### src/rtl/pool_seq_if.sv
// Handshake and buffer-port bundle for the 2x2 average-pooling sequencer.
// The master side is the sequencer. The slave side is the buffers and the controller.
interface pool_seq_if #(
  parameter int DATA_W = 16,
  parameter int ADDR_W = 10
);
  logic              start;
  logic              busy;
  logic              done;
  logic              rd_en;
  logic [ADDR_W-1:0] rd_addr;
  logic [DATA_W-1:0] rd_data;
  logic              wr_en;
  logic [ADDR_W-1:0] wr_addr;
  logic [DATA_W-1:0] wr_data;

  modport master (
    input  start, rd_data,
    output busy, done, rd_en, rd_addr, wr_en, wr_addr, wr_data
  );

  modport slave (
    output start, rd_data,
    input  busy, done, rd_en, rd_addr, wr_en, wr_addr, wr_data
  );
endinterface

### src/rtl/pool_seq.sv
// 2x2 average-pooling sequencer.
// It walks the input map one window at a time: four reads, one drain cycle for the
// last read's data, then one write of floor(sum/4). Each window takes 6 cycles.
// Every output is a flop, loaded from the next-state logic.
module pool_seq #(
  parameter int WIDTH  = 28,
  parameter int HEIGHT = 28,
  parameter int DATA_W = 16,
  parameter int ADDR_W = 10
) (
  input  logic         clk,
  input  logic         rst,
  pool_seq_if.master   bus
);
  localparam int WO = WIDTH / 2;
  localparam int HO = HEIGHT / 2;
  localparam int CW = $clog2(WO + 1);
  localparam int RW = $clog2(HO + 1);

  typedef enum logic [2:0] {IDLE, READ, DRAIN, WRITE, DONE} state_t;

  state_t                    state, state_n;
  logic [1:0]                q, q_n;
  logic [RW-1:0]             r, r_n;
  logic [CW-1:0]             c, c_n;
  logic signed [DATA_W+1:0]  acc, acc_n, sum, shr;

  logic              busy_q, busy_n, done_q, done_n;
  logic              rd_en_q, rd_en_n, wr_en_q, wr_en_n;
  logic [ADDR_W-1:0] rd_addr_q, rd_addr_n, wr_addr_q, wr_addr_n;
  logic [DATA_W-1:0] wr_data_q, wr_data_n;
  logic              last;

  // q selects the pixel within the window: bit1 is the row offset, bit0 the column offset.
  function automatic logic [ADDR_W-1:0] raddr(input logic [RW-1:0] rr,
                                               input logic [CW-1:0] cc,
                                               input logic [1:0]    qq);
    int y, x;
    y = 2 * int'(rr) + int'(qq[1]);
    x = 2 * int'(cc) + int'(qq[0]);
    return ADDR_W'(y * WIDTH + x);
  endfunction

  // Four DATA_W values fit in DATA_W+2 bits, so the shifted sum always fits in DATA_W.
  assign sum  = acc + $signed({{2{bus.rd_data[DATA_W-1]}}, bus.rd_data});
  assign shr  = sum >>> 2;
  assign last = (r == RW'(HO - 1)) && (c == CW'(WO - 1));

  assign bus.busy    = busy_q;
  assign bus.done    = done_q;
  assign bus.rd_en   = rd_en_q;
  assign bus.rd_addr = rd_addr_q;
  assign bus.wr_en   = wr_en_q;
  assign bus.wr_addr = wr_addr_q;
  assign bus.wr_data = wr_data_q;

  // Next-state, window walk and next output values. Addresses and data hold by default.
  always_comb begin
    state_n   = state;
    q_n       = q;
    r_n       = r;
    c_n       = c;
    acc_n     = acc;
    busy_n    = 1'b0;
    done_n    = 1'b0;
    rd_en_n   = 1'b0;
    wr_en_n   = 1'b0;
    rd_addr_n = rd_addr_q;
    wr_addr_n = wr_addr_q;
    wr_data_n = wr_data_q;

    // Read data lags rd_en by one cycle, so the adds run from q=1 through DRAIN.
    if (state == READ && q == 2'd0)        acc_n = '0;
    else if (state == READ || state == DRAIN) acc_n = sum;

    case (state)
      IDLE: begin
        if (bus.start) begin
          state_n   = READ;
          q_n       = 2'd0;
          r_n       = '0;
          c_n       = '0;
          busy_n    = 1'b1;
          rd_en_n   = 1'b1;
          rd_addr_n = '0;
        end
      end
      READ: begin
        busy_n = 1'b1;
        if (q == 2'd3) begin
          state_n = DRAIN;
        end else begin
          q_n       = q + 2'd1;
          rd_en_n   = 1'b1;
          rd_addr_n = raddr(r, c, q_n);
        end
      end
      DRAIN: begin
        busy_n    = 1'b1;
        state_n   = WRITE;
        wr_en_n   = 1'b1;
        wr_addr_n = ADDR_W'(int'(r) * WO + int'(c));
        wr_data_n = shr[DATA_W-1:0];
      end
      WRITE: begin
        if (last) begin
          state_n = DONE;
          done_n  = 1'b1;
        end else begin
          busy_n  = 1'b1;
          state_n = READ;
          q_n     = 2'd0;
          if (c == CW'(WO - 1)) begin
            c_n = '0;
            r_n = r + 1'b1;
          end else begin
            c_n = c + 1'b1;
          end
          rd_en_n   = 1'b1;
          rd_addr_n = raddr(r_n, c_n, 2'd0);
        end
      end
      DONE:    state_n = IDLE;
      default: state_n = IDLE;
    endcase
  end

  // State, counters, accumulator and registered outputs. Reset clears all of them.
  always_ff @(posedge clk or posedge rst) begin
    if (rst) begin
      state     <= IDLE;
      q         <= '0;
      r         <= '0;
      c         <= '0;
      acc       <= '0;
      busy_q    <= 1'b0;
      done_q    <= 1'b0;
      rd_en_q   <= 1'b0;
      wr_en_q   <= 1'b0;
      rd_addr_q <= '0;
      wr_addr_q <= '0;
      wr_data_q <= '0;
    end else begin
      state     <= state_n;
      q         <= q_n;
      r         <= r_n;
      c         <= c_n;
      acc       <= acc_n;
      busy_q    <= busy_n;
      done_q    <= done_n;
      rd_en_q   <= rd_en_n;
      wr_en_q   <= wr_en_n;
      rd_addr_q <= rd_addr_n;
      wr_addr_q <= wr_addr_n;
      wr_data_q <= wr_data_n;
    end
  end
endmodule

### src/flat_wrapper.sv
// flat-port wrapper written by rule: the top's interface ports become plain ports
module pool_seq_flat 
#(
  parameter int WIDTH  = 28,
  parameter int HEIGHT = 28,
  parameter int DATA_W = 16,
  parameter int ADDR_W = 10
)
  (clk, rst, bus_start, bus_rd_data, bus_busy, bus_done, bus_rd_en, bus_rd_addr, bus_wr_en, bus_wr_addr, bus_wr_data);
  pool_seq_if #(.DATA_W(DATA_W), .ADDR_W(ADDR_W)) bus_i ();
  input  logic clk;
  input  logic rst;
  input wire logic [$bits(bus_i.start)-1:0] bus_start;
  input wire logic [$bits(bus_i.rd_data)-1:0] bus_rd_data;
  output wire logic [$bits(bus_i.busy)-1:0] bus_busy;
  output wire logic [$bits(bus_i.done)-1:0] bus_done;
  output wire logic [$bits(bus_i.rd_en)-1:0] bus_rd_en;
  output wire logic [$bits(bus_i.rd_addr)-1:0] bus_rd_addr;
  output wire logic [$bits(bus_i.wr_en)-1:0] bus_wr_en;
  output wire logic [$bits(bus_i.wr_addr)-1:0] bus_wr_addr;
  output wire logic [$bits(bus_i.wr_data)-1:0] bus_wr_data;
  assign bus_i.start = bus_start;
  assign bus_i.rd_data = bus_rd_data;
  assign bus_busy = bus_i.busy;
  assign bus_done = bus_i.done;
  assign bus_rd_en = bus_i.rd_en;
  assign bus_rd_addr = bus_i.rd_addr;
  assign bus_wr_en = bus_i.wr_en;
  assign bus_wr_addr = bus_i.wr_addr;
  assign bus_wr_data = bus_i.wr_data;
  pool_seq #(.WIDTH(WIDTH), .HEIGHT(HEIGHT), .DATA_W(DATA_W), .ADDR_W(ADDR_W)) u_core (.clk(clk), .rst(rst), .bus(bus_i));
endmodule
### config.mk
export PLATFORM = sky130hd
export DESIGN_NAME = pool_seq_flat
export DESIGN_NICKNAME = d
export VERILOG_FILES = /design/src/rtl/pool_seq_if.sv /design/src/rtl/pool_seq.sv /design/src/flat_wrapper.sv
export SDC_FILE = /design/constraint.sdc
export NUM_CORES = 1
export LEC_CHECK = 0
export CAP_MARGIN = 30
export CORE_AREA = 2 2 122 124
export DETAILED_ROUTE_END_ITERATION = 16
export DIE_AREA = 0 0 124 126
export SYNTH_ARGS = -nofsm -noshare
export SYNTH_HDL_FRONTEND = slang
export SYNTH_SLANG_ARGS = --single-unit
### constraint.sdc
create_clock -name clk -period 3.85 [get_ports clk]
set_clock_uncertainty 0.15 [all_clocks]
set_input_delay 1.155 -clock clk [delete_from_list [all_inputs] [get_ports clk]]
set_output_delay 1.155 -clock clk [all_outputs]
set_load 0.03 [all_outputs]
==> tab_implementation.tex, run 1 <==
\begin{tabular}{lr}
\hline
Metric & Value \\
\hline
\multicolumn{2}{l}{\textbf{Route}} \\
\quad Met1 WL & 5660 um \\
\quad Post-DRT Antenna Nets & 0 \\
\quad DR vias & 3943 \\
\quad Routed wire length on met2 & 5450 um \\
\quad Routed wire length & 11900 um \\
\quad DR DRC count & 0 \\
\quad Initial DRC Count & 226 \\
\quad Routed len/inst & 15.4 um \\
\quad Vias per cell & 5.09 \\
\quad Routed length on met3 & 595 um \\
\quad Uppermost layer routed & met4 \\
\quad Number of search-and-repair iterations in the first detailed-routing pass & 4 \\
\multicolumn{2}{l}{\textbf{Clocking}} \\
\quad Clock-pin slew of the registers on the worst-case setup and hold paths & 0.06 ns \\
\quad Cell at the root of the clock tree & sky130\_fd\_sc\_hd\_\_clkbuf\_16 \\
\quad Clock Latency Late Sink & 0.34 ns \\
\quad Clock tree from TritonCTS & done \\
\quad Number of clock sinks seen by CTS & 70 \\
\quad Clock Path Buffers & 2 \\
\quad Number of CTS-inserted buffers & 9 \\
\quad H-tree depth & 3 \\
\multicolumn{2}{l}{\textbf{Synth}} \\
\quad Syn nets & 596 \\
\quad Avg Synthesized Cell Area & 9.54 um\^{}2 \\
\quad Flip-flop and latch count after synthesis & 70 \\
\quad Number of enable-type register cells in the synthesized netlist & 0 \\
\quad Post-synthesis cell count & 513 \\
\quad Ys Warns & 0 \\
\quad Count of different cell masters after synthesis & 66 \\
\quad Share of async-settable or async-resettable flops after synthesis & 100\% \\
\quad Sequential cell area fraction in the yosys report & 35.8\% \\
\quad Post-synth design cell area & 4900 um\^{}2 \\
\quad Commonest register cell after synthesis & sky130\_fd\_sc\_hd\_\_dfrtp\_1 \\
\multicolumn{2}{l}{\textbf{Critical path}} \\
\quad Start of the worst register-to-register path & u\_core.q[0] \\
\quad Cell count of the worst reg-to-reg path & 13 \\
\quad Startpoint-to-endpoint class of the critical path & reg2reg \\
\quad Arrival time of the worst setup path & 3.80 ns \\
\quad Critical path endpoint category & flip-flop \\
\quad R2r setup slk & 0.17 ns \\
\quad Destination of the worst register-to-register timing path & u\_core.bus.rd\_addr[9] \\
\quad Worst Path Required & 3.97 ns \\
\quad Element type at the critical path start & flip-flop \\
\quad Worst-path fanout max & 5 \\
\multicolumn{2}{l}{\textbf{Finish}} \\
\quad Total number of nets in the final design & 668 \\
\quad Relative area change from synthesis to final layout & 24.5\% \\
\quad Register area & 1750 um\^{}2 \\
\quad Count of filler cells inserted in the layout & 1409 \\
\quad Fraction of final layout cells with drive strength greater than 1 & 9.83\% \\
\quad Ant diodes & 0 \\
\quad Area occupied by multi-input gates & 2920 um\^{}2 \\
\multicolumn{2}{l}{\textbf{Placement}} \\
\quad Weighted congestion at the end of routability-driven global placement & 0.912 \\
\quad Final HPWL DP & 8770 um \\
\quad Place WS & -0.0543 ns \\
\quad IO Port Bufs & 57 \\
\multicolumn{2}{l}{\textbf{Global routing}} \\
\quad Number of antenna violations at the first check in global routing & 0 \\
\quad Largest net degree at the start of global routing & 71 \\
\quad First-pass GRT wire length & 19600 um \\
\quad Gr ovfl total & 0 \\
\quad Total Routing Usage GR & 16.0\% \\
\quad Via count of the first global-routing pass & 3953 \\
\multicolumn{2}{l}{\textbf{Die}} \\
\quad Die Span Y & 126 um \\
\quad Die Span X & 124 um \\
\quad Total I/O pin count & 59 \\
\quad Initial core utilization & 34.2\% \\
\quad Row Count & 44 \\
\quad Total die area & 15600 um\^{}2 \\
\quad Area inside the core boundary & 14300 um\^{}2 \\
\multicolumn{2}{l}{\textbf{Min path}} \\
\quad Hold Path End & u\_core.bus.wr\_data[4] \\
\quad Hold Path Cell Cnt & 2 \\
\quad Min-delay worst type & reg2reg \\
\quad Startpoint of the worst hold path & u\_core.bus.wr\_data[4] \\
\multicolumn{2}{l}{\textbf{Timing}} \\
\quad Pins over their slew limit & 0 \\
\quad Setup-failing EPs final & 0 \\
\quad Setup slack after layout & 0.174 ns \\
\quad Fin crit share & 95.5\% \\
\quad Setup TNS & 0 ns \\
\quad Number of hold violations in the final report & 0 \\
\quad Highest attainable clock frequency & 272 MHz \\
\quad Minimum clock period after layout & 3.68 ns \\
\quad Normalized max-slew margin & 46.0\% \\
\quad Transition at the pin with the smallest max-transition slack & 0.810 ns \\
\multicolumn{2}{l}{\textbf{Power and ir drop}} \\
\quad Maximum vdd ir drop & 443 uV \\
\quad Pwr Density & 822 nW/um\^{}2 \\
\quad Leak & 0.00289 uW \\
\multicolumn{2}{l}{\textbf{Job}} \\
\quad Max capacitance violation total & 0 \\
\multicolumn{2}{l}{\textbf{Run status}} \\
\quad Status & finished clean \\
\hline
\end{tabular}
## registers in the layout (all words and copies together), names as in the netlist
signal,cells
u_core.bus.busy,1
u_core.q,2
u_core.bus.wr_data,16
u_core.bus.rd_en,1
u_core.r,4
u_core.bus.wr_addr,9
u_core.c,4
u_core.acc,18
u_core.bus.done,1
u_core.bus.wr_en,1
u_core.bus.rd_addr,10
u_core.state,3
## timing repair
action | in CTS | in global routing
hold buffers | 0 | 0
setup buffers | 0 | 2
endpoints found under the setup margin | 0 | 2
resized for setup | 0 | 3
## area by class of cell
cell class,count,share of cell area [%]
multi-input cells,391,47.9
flip-flops and latches,70,28.8
repair buffers,77,12.0
clock buffers,10,3.92
well taps,184,3.78
inverters,36,2.42
clock inverters,6,1.13
## power by group
group	internal, uW	leakage (uW)	total [uW]	switching, uW
sequential	1040	0.000892	1240	202
combinational	1230	0.00185	2900	1680
clock	523	0.000149	867	345
## routing by layer
layer  up-vias  GRT usage [%]
li1       1938              -
met1      1893           21.4
met2        96           25.5
met3        16           4.30
met4         0           4.03
met5         -              0
## per-stage QoR
stage / area, um^2 / utilization, % / hold slack (ns) / total power [uW] / instances
floorplan: 4900 / - / 0.304 / 3230 / 513
global placement: 5750 / 40.2 / 0.309 / 4080 / 756
detailed placement: 5750 / 40.2 / 0.318 / 4140 / 756
CTS: 6060 / 42.3 / 0.333 / 5040 / 772
global route: 6090 / 42.6 / 0.348 / 5420 / 774
finish: 6090 / 42.6 / 0.329 / 5010 / 774
## how the worst max path moves through the flow
stage / from / endpoint / cells past startpoint
global route: u_core.r[1] / u_core.bus.rd_addr[8] / 12
floorplan: u_core.q[0] / u_core.bus.rd_addr[9] / 13
CTS: u_core.q[0] / u_core.bus.rd_addr[9] / 13
detailed placement: bus_rd_data[0] / u_core.acc[16] / 10
finish: u_core.q[0] / u_core.bus.rd_addr[9] / 13
global placement: bus_rd_data[0] / u_core.acc[16] / 10
## kinds of logic (layout without fill, tap and decap cells)
kind of cell | count (synthesis) | count (layout) | share of synthesized area [%]
other cells | 1 | 1 | 0.0766
flops | 70 | 70 | 35.8
mux | 7 | 7 | 1.58
fa+ha+maj | 64 | 64 | 18.0
compound gates | 132 | 132 | 17.6
buf+inv | 52 | 129 | 4.88
simple gates | 140 | 140 | 13.6
xor+xnor | 47 | 47 | 8.41
## worst max-delay path: stages (launching register included)
cell and delay (ns):
sky130_fd_sc_hd__dfrtp_2 0.43, sky130_fd_sc_hd__inv_1 0.11, sky130_fd_sc_hd__ha_4 0.23, sky130_fd_sc_hd__ha_1 0.22, sky130_fd_sc_hd__xnor2_1 0.15, sky130_fd_sc_hd__ha_1 0.30, sky130_fd_sc_hd__inv_1 0.06, sky130_fd_sc_hd__fa_1 0.45
sky130_fd_sc_hd__xor2_1 0.20, sky130_fd_sc_hd__nor3_2 0.24, sky130_fd_sc_hd__or4bb_1 0.45, sky130_fd_sc_hd__xor2_1 0.19, sky130_fd_sc_hd__or3_1 0.36, sky130_fd_sc_hd__nand3_1 0.07
## cell usage after synthesis (4+ instances only)
| cell | instances | share of area, % |
|---|---|---|
| sky130_fd_sc_hd__dfrtp_1 | 70 | 36 |
| sky130_fd_sc_hd__nand2_1 | 61 | 4.7 |
| sky130_fd_sc_hd__ha_1 | 53 | 14 |
| sky130_fd_sc_hd__inv_1 | 34 | 2.6 |
| sky130_fd_sc_hd__nor2_1 | 33 | 2.5 |
| sky130_fd_sc_hd__o21ai_0 | 30 | 3.1 |
| sky130_fd_sc_hd__xnor2_1 | 30 | 5.4 |
| sky130_fd_sc_hd__a21oi_1 | 25 | 2.6 |
| sky130_fd_sc_hd__xor2_1 | 17 | 3.0 |
| sky130_fd_sc_hd__a21o_1 | 14 | 2.1 |
| sky130_fd_sc_hd__o21ai_1 | 12 | 1.2 |
| sky130_fd_sc_hd__fa_1 | 11 | 4.5 |
| sky130_fd_sc_hd__a22o_1 | 10 | 1.8 |
| sky130_fd_sc_hd__nand3_1 | 9 | 0.92 |
| sky130_fd_sc_hd__clkbuf_1 | 7 | 0.54 |
| sky130_fd_sc_hd__mux2_2 | 6 | 1.4 |
| sky130_fd_sc_hd__nor2b_1 | 5 | 0.64 |
| sky130_fd_sc_hd__o31ai_1 | 5 | 0.77 |
| sky130_fd_sc_hd__a221oi_1 | 4 | 0.72 |
| sky130_fd_sc_hd__buf_2 | 4 | 0.41 |
| sky130_fd_sc_hd__nor3_1 | 4 | 0.41 |
| sky130_fd_sc_hd__o22ai_1 | 4 | 0.51 |
## cell usage in the layout, fill, tap and decap left out, types with 3 or more instances in the layout
cell type	count
sky130_fd_sc_hd__ha_1	52
sky130_fd_sc_hd__clkbuf_16	9
sky130_fd_sc_hd__nand3b_1	3
sky130_fd_sc_hd__fa_1	11
sky130_fd_sc_hd__nor2b_1	5
sky130_fd_sc_hd__o22ai_1	4
sky130_fd_sc_hd__a21o_1	14
sky130_fd_sc_hd__o21a_1	3
sky130_fd_sc_hd__a221oi_1	4
sky130_fd_sc_hd__mux2_2	6
sky130_fd_sc_hd__clkdlybuf4s50_1	57
sky130_fd_sc_hd__o31ai_1	5
sky130_fd_sc_hd__o21ai_0	30
sky130_fd_sc_hd__dfrtp_1	69
sky130_fd_sc_hd__a21oi_1	24
sky130_fd_sc_hd__nor2_1	33
sky130_fd_sc_hd__o211ai_1	3
sky130_fd_sc_hd__xor2_1	17
sky130_fd_sc_hd__xnor2_1	30
sky130_fd_sc_hd__a22o_1	10
sky130_fd_sc_hd__nand3_1	9
sky130_fd_sc_hd__nor3_1	4
sky130_fd_sc_hd__nand2_1	61
sky130_fd_sc_hd__or3_1	3
sky130_fd_sc_hd__o21ai_1	12
sky130_fd_sc_hd__nor3b_1	3
sky130_fd_sc_hd__buf_4	19
sky130_fd_sc_hd__inv_1	33
Note: power is estimated with default switching activity, not from simulation.
==> inputs of run 2 (changes only) <==
--- a/config.mk
+++ b/config.mk
@@ -9,6 +9,7 @@
 export CORE_AREA = 2 2 122 124
 export DETAILED_ROUTE_END_ITERATION = 16
 export DIE_AREA = 0 0 124 126
+export GPL_TIMING_DRIVEN = 0
 export SYNTH_ARGS = -nofsm -noshare
 export SYNTH_HDL_FRONTEND = slang
 export SYNTH_SLANG_ARGS = --single-unit
==> run 2 against run 1 <==
Net effect:
- first-iteration DRC count up 17%
- final cell count up 0.13%
- global-route usage up 0.55 points
- routed wire length up 2.9%
- die area unchanged
- fmax down 0.54%
- final area up 1.3%
- largest power group unchanged
==> tab_implementation.tex, run 2 (same netlist as run 1, synthesis figures left out) <==
\begin{tabular}{lr}
\hline
Metric & Value \\
\hline
\multicolumn{2}{l}{\textbf{Run status}} \\
\quad Status & finished clean \\
\multicolumn{2}{l}{\textbf{Die}} \\
\quad Die Span X & 124 um \\
\quad Row Count & 44 \\
\quad Area inside the core boundary & 14300 um\^{}2 \\
\quad Total die area & 15600 um\^{}2 \\
\quad Die Span Y & 126 um \\
\quad Initial core utilization & 34.2\% \\
\quad Total I/O pin count & 59 \\
\multicolumn{2}{l}{\textbf{Clocking}} \\
\quad Clock Path Buffers & 2 \\
\quad Clock Latency Late Sink & 0.34 ns \\
\quad Number of clock sinks seen by CTS & 70 \\
\quad Hold buffer count at CTS & 0 \\
\quad H-tree depth & 3 \\
\quad Cell at the root of the clock tree & sky130\_fd\_sc\_hd\_\_clkbuf\_16 \\
\quad Number of CTS-inserted buffers & 9 \\
\quad Clock tree from TritonCTS & done \\
\quad Clock-pin slew of the registers on the worst-case setup and hold paths & 0.06 ns \\
\multicolumn{2}{l}{\textbf{Route}} \\
\quad Vias per cell & 5.12 \\
\quad Routed len/inst & 15.8 um \\
\quad Routed wire length on met2 & 5840 um \\
\quad Post-DRT Antenna Nets & 0 \\
\quad DR vias & 3967 \\
\quad Met1 WL & 5520 um \\
\quad Number of search-and-repair iterations in the first detailed-routing pass & 4 \\
\quad DR DRC count & 0 \\
\quad Uppermost layer routed & met4 \\
\quad Routed length on met3 & 597 um \\
\quad Routed wire length & 12200 um \\
\quad Initial DRC Count & 265 \\
\multicolumn{2}{l}{\textbf{Critical path}} \\
\quad Worst-path fanout max & 7 \\
\quad Critical path endpoint category & flip-flop \\
\quad Buffers \& Inverters on Critical Path & 1 \\
\quad Cells along the critical path & ha\_1, xnor2\_1, ha\_1, inv\_1, fa\_1, xor2\_1, nor3\_2, or4bb\_1, xor2\_1, or3\_1, nand3\_1 \\
\quad Element type at the critical path start & flip-flop \\
\quad Cell type group with the largest total delay on the critical path & adder cells \\
\quad Slowest stage delay, CP & 0.52 ns \\
\quad Arrival time of the worst setup path & 3.82 ns \\
\quad Worst Path Required & 3.97 ns \\
\quad Startpoint-to-endpoint class of the critical path & reg2reg \\
\quad Slowest CP cell & sky130\_fd\_sc\_hd\_\_or4bb\_1 \\
\multicolumn{2}{l}{\textbf{Placement}} \\
\quad Post-Place Cell Area & 5700 um\^{}2 \\
\quad IO Port Bufs & 57 \\
\quad Final HPWL DP & 9100 um \\
\quad Weighted congestion at the end of routability-driven global placement & 0.905 \\
\quad Placed cell count & 754 \\
\quad Place WS & -0.285 ns \\
\multicolumn{2}{l}{\textbf{Timing}} \\
\quad Minimum clock period after layout & 3.70 ns \\
\quad Normalized max-slew margin & 42.9\% \\
\quad Highest attainable clock frequency & 271 MHz \\
\quad Number of hold violations in the final report & 0 \\
\quad Fin crit share & 96.0\% \\
\quad Transition at the pin with the smallest max-transition slack & 0.856 ns \\
\quad Setup-failing EPs final & 0 \\
\quad Pins over their slew limit & 0 \\
\quad Setup slack after layout & 0.154 ns \\
\quad WHS & 0.339 ns \\
\multicolumn{2}{l}{\textbf{Finish}} \\
\quad Final Cell Area & 6170 um\^{}2 \\
\quad Ant diodes & 0 \\
\quad Most used cells in the layout excluding fill and tap cells & 67 x sky130\_fd\_sc\_hd\_\_dfrtp\_1, 61 x sky130\_fd\_sc\_hd\_\_nand2\_1, 57 x sky130\_fd\_sc\_hd\_\_clkdlybuf4s50\_1 \\
\quad Most common library cell in the layout ignoring fill and taps & sky130\_fd\_sc\_hd\_\_dfrtp\_1 \\
\quad Top reg by flops & u\_core.acc \\
\quad Final Instance Count excl. Fillers & 775 \\
\quad Fraction of final layout cells with drive strength greater than 1 & 10.2\% \\
\quad Total number of nets in the final design & 669 \\
\quad Max FFs per register & 18 \\
\quad Relative area change from synthesis to final layout & 26.1\% \\
\multicolumn{2}{l}{\textbf{Power and ir drop}} \\
\quad Combinational power share & 56.6\% \\
\quad Flop pwr share & 24.5\% \\
\quad Fraction of power spent switching nets & 43.6\% \\
\quad Leak & 0.00289 uW \\
\quad Post-layout total power & 5170 uW \\
\quad Total internal power & 2910 uW \\
\quad Pwr Density & 838 nW/um\^{}2 \\
\quad Switch Pwr & 2260 uW \\
\quad Fraction of power consumed by the clock network & 18.9\% \\
\quad Maximum vdd ir drop & 309 uV \\
\multicolumn{2}{l}{\textbf{Global routing}} \\
\quad Number of antenna violations at the first check in global routing & 0 \\
\quad Via count of the first global-routing pass & 4012 \\
\quad Largest net degree at the start of global routing & 71 \\
\quad Gr ovfl total & 0 \\
\quad First-pass GRT wire length & 20100 um \\
\quad Total Routing Usage GR & 16.5\% \\
\multicolumn{2}{l}{\textbf{Min path}} \\
\quad Min-delay worst type & reg2reg \\
\multicolumn{2}{l}{\textbf{Job}} \\
\quad Max capacitance violation total & 0 \\
\hline
\end{tabular}
==> run 2: cell types whose count changed in the layout (fill, tap and decap cells not counted), sizes merged <==
cell and delta:
clkbuf +8, buf -6, bufinv +2, clkinv -2, inv -1
==> run 2: worst min-delay path, delay by kind of cell (launching register included) <==
family | cells | cell delay, ns
flops | 1 | 0.35
compound gates | 1 | 0.06
simple gates | 1 | 0.05
==> run 2: final cells by class <==
class | count | area [um^2]
Multi-Input combinational cell | 391 | 2990
Clock inverter | 5 | 106
Fill cell | 1412 | 8140
Clock buffer | 11 | 243
Inverter | 36 | 150
Buffer | 16 | 91.3
Sequential cell | 70 | 1760
Timing Repair Buffer | 62 | 608
Tap cell | 184 | 230
==> run 2: path summary, 6_finish.rpt <==
path	depth (start not counted)	start	slack (ns)	to
setup / recovery	11	u_core.r[0]	0.15	u_core.bus.rd_addr[9]
hold / removal	2	u_core.acc[10]	0.34	u_core.acc[10]
setup reg to reg	11	u_core.r[0]	0.15	u_core.bus.rd_addr[9]
hold reg to reg	2	u_core.acc[10]	0.34	u_core.acc[10]
max in group asynchronous	2	rst	1.74	u_core.r[1]
min in group asynchronous	2	rst	1.21	u_core.bus.rd_addr[2]
==> run 2: power by group through the flow <==
stage | combinational (uW) | sequential, uW | clock [uW]
final | 2930 | 1270 | 977
after global routing | 3240 | 1310 | 1030
after CTS | 2890 | 1260 | 998
after detailed placement | 2840 | 1270 | 0
after global placement | 2770 | 1270 | 0
after floorplan | 1690 | 1540 | 0
==> run 2: timing repair <==
item,in CTS,in global routing
gates resized for setup,3,12
setup buffers,1,4
pin swaps,1,2
endpoints found under the setup margin,2,7
==> run 2: routing by layer <==
layer | track usage [%] | up-vias
met5 | 0 | -
met4 | 5.49 | 0
met3 | 3.49 | 18
met2 | 26.8 | 90
met1 | 21.8 | 1922
li1 | - | 1937
==> run 2: metrics by stage <==
step,utilization [%],setup TNS [ns]
floorplan,-,0
global placement,39.8,-32.61
detailed placement,39.8,-1.28
CTS,42.5,0
global route,43.1,-0.0403
finish,43.1,0
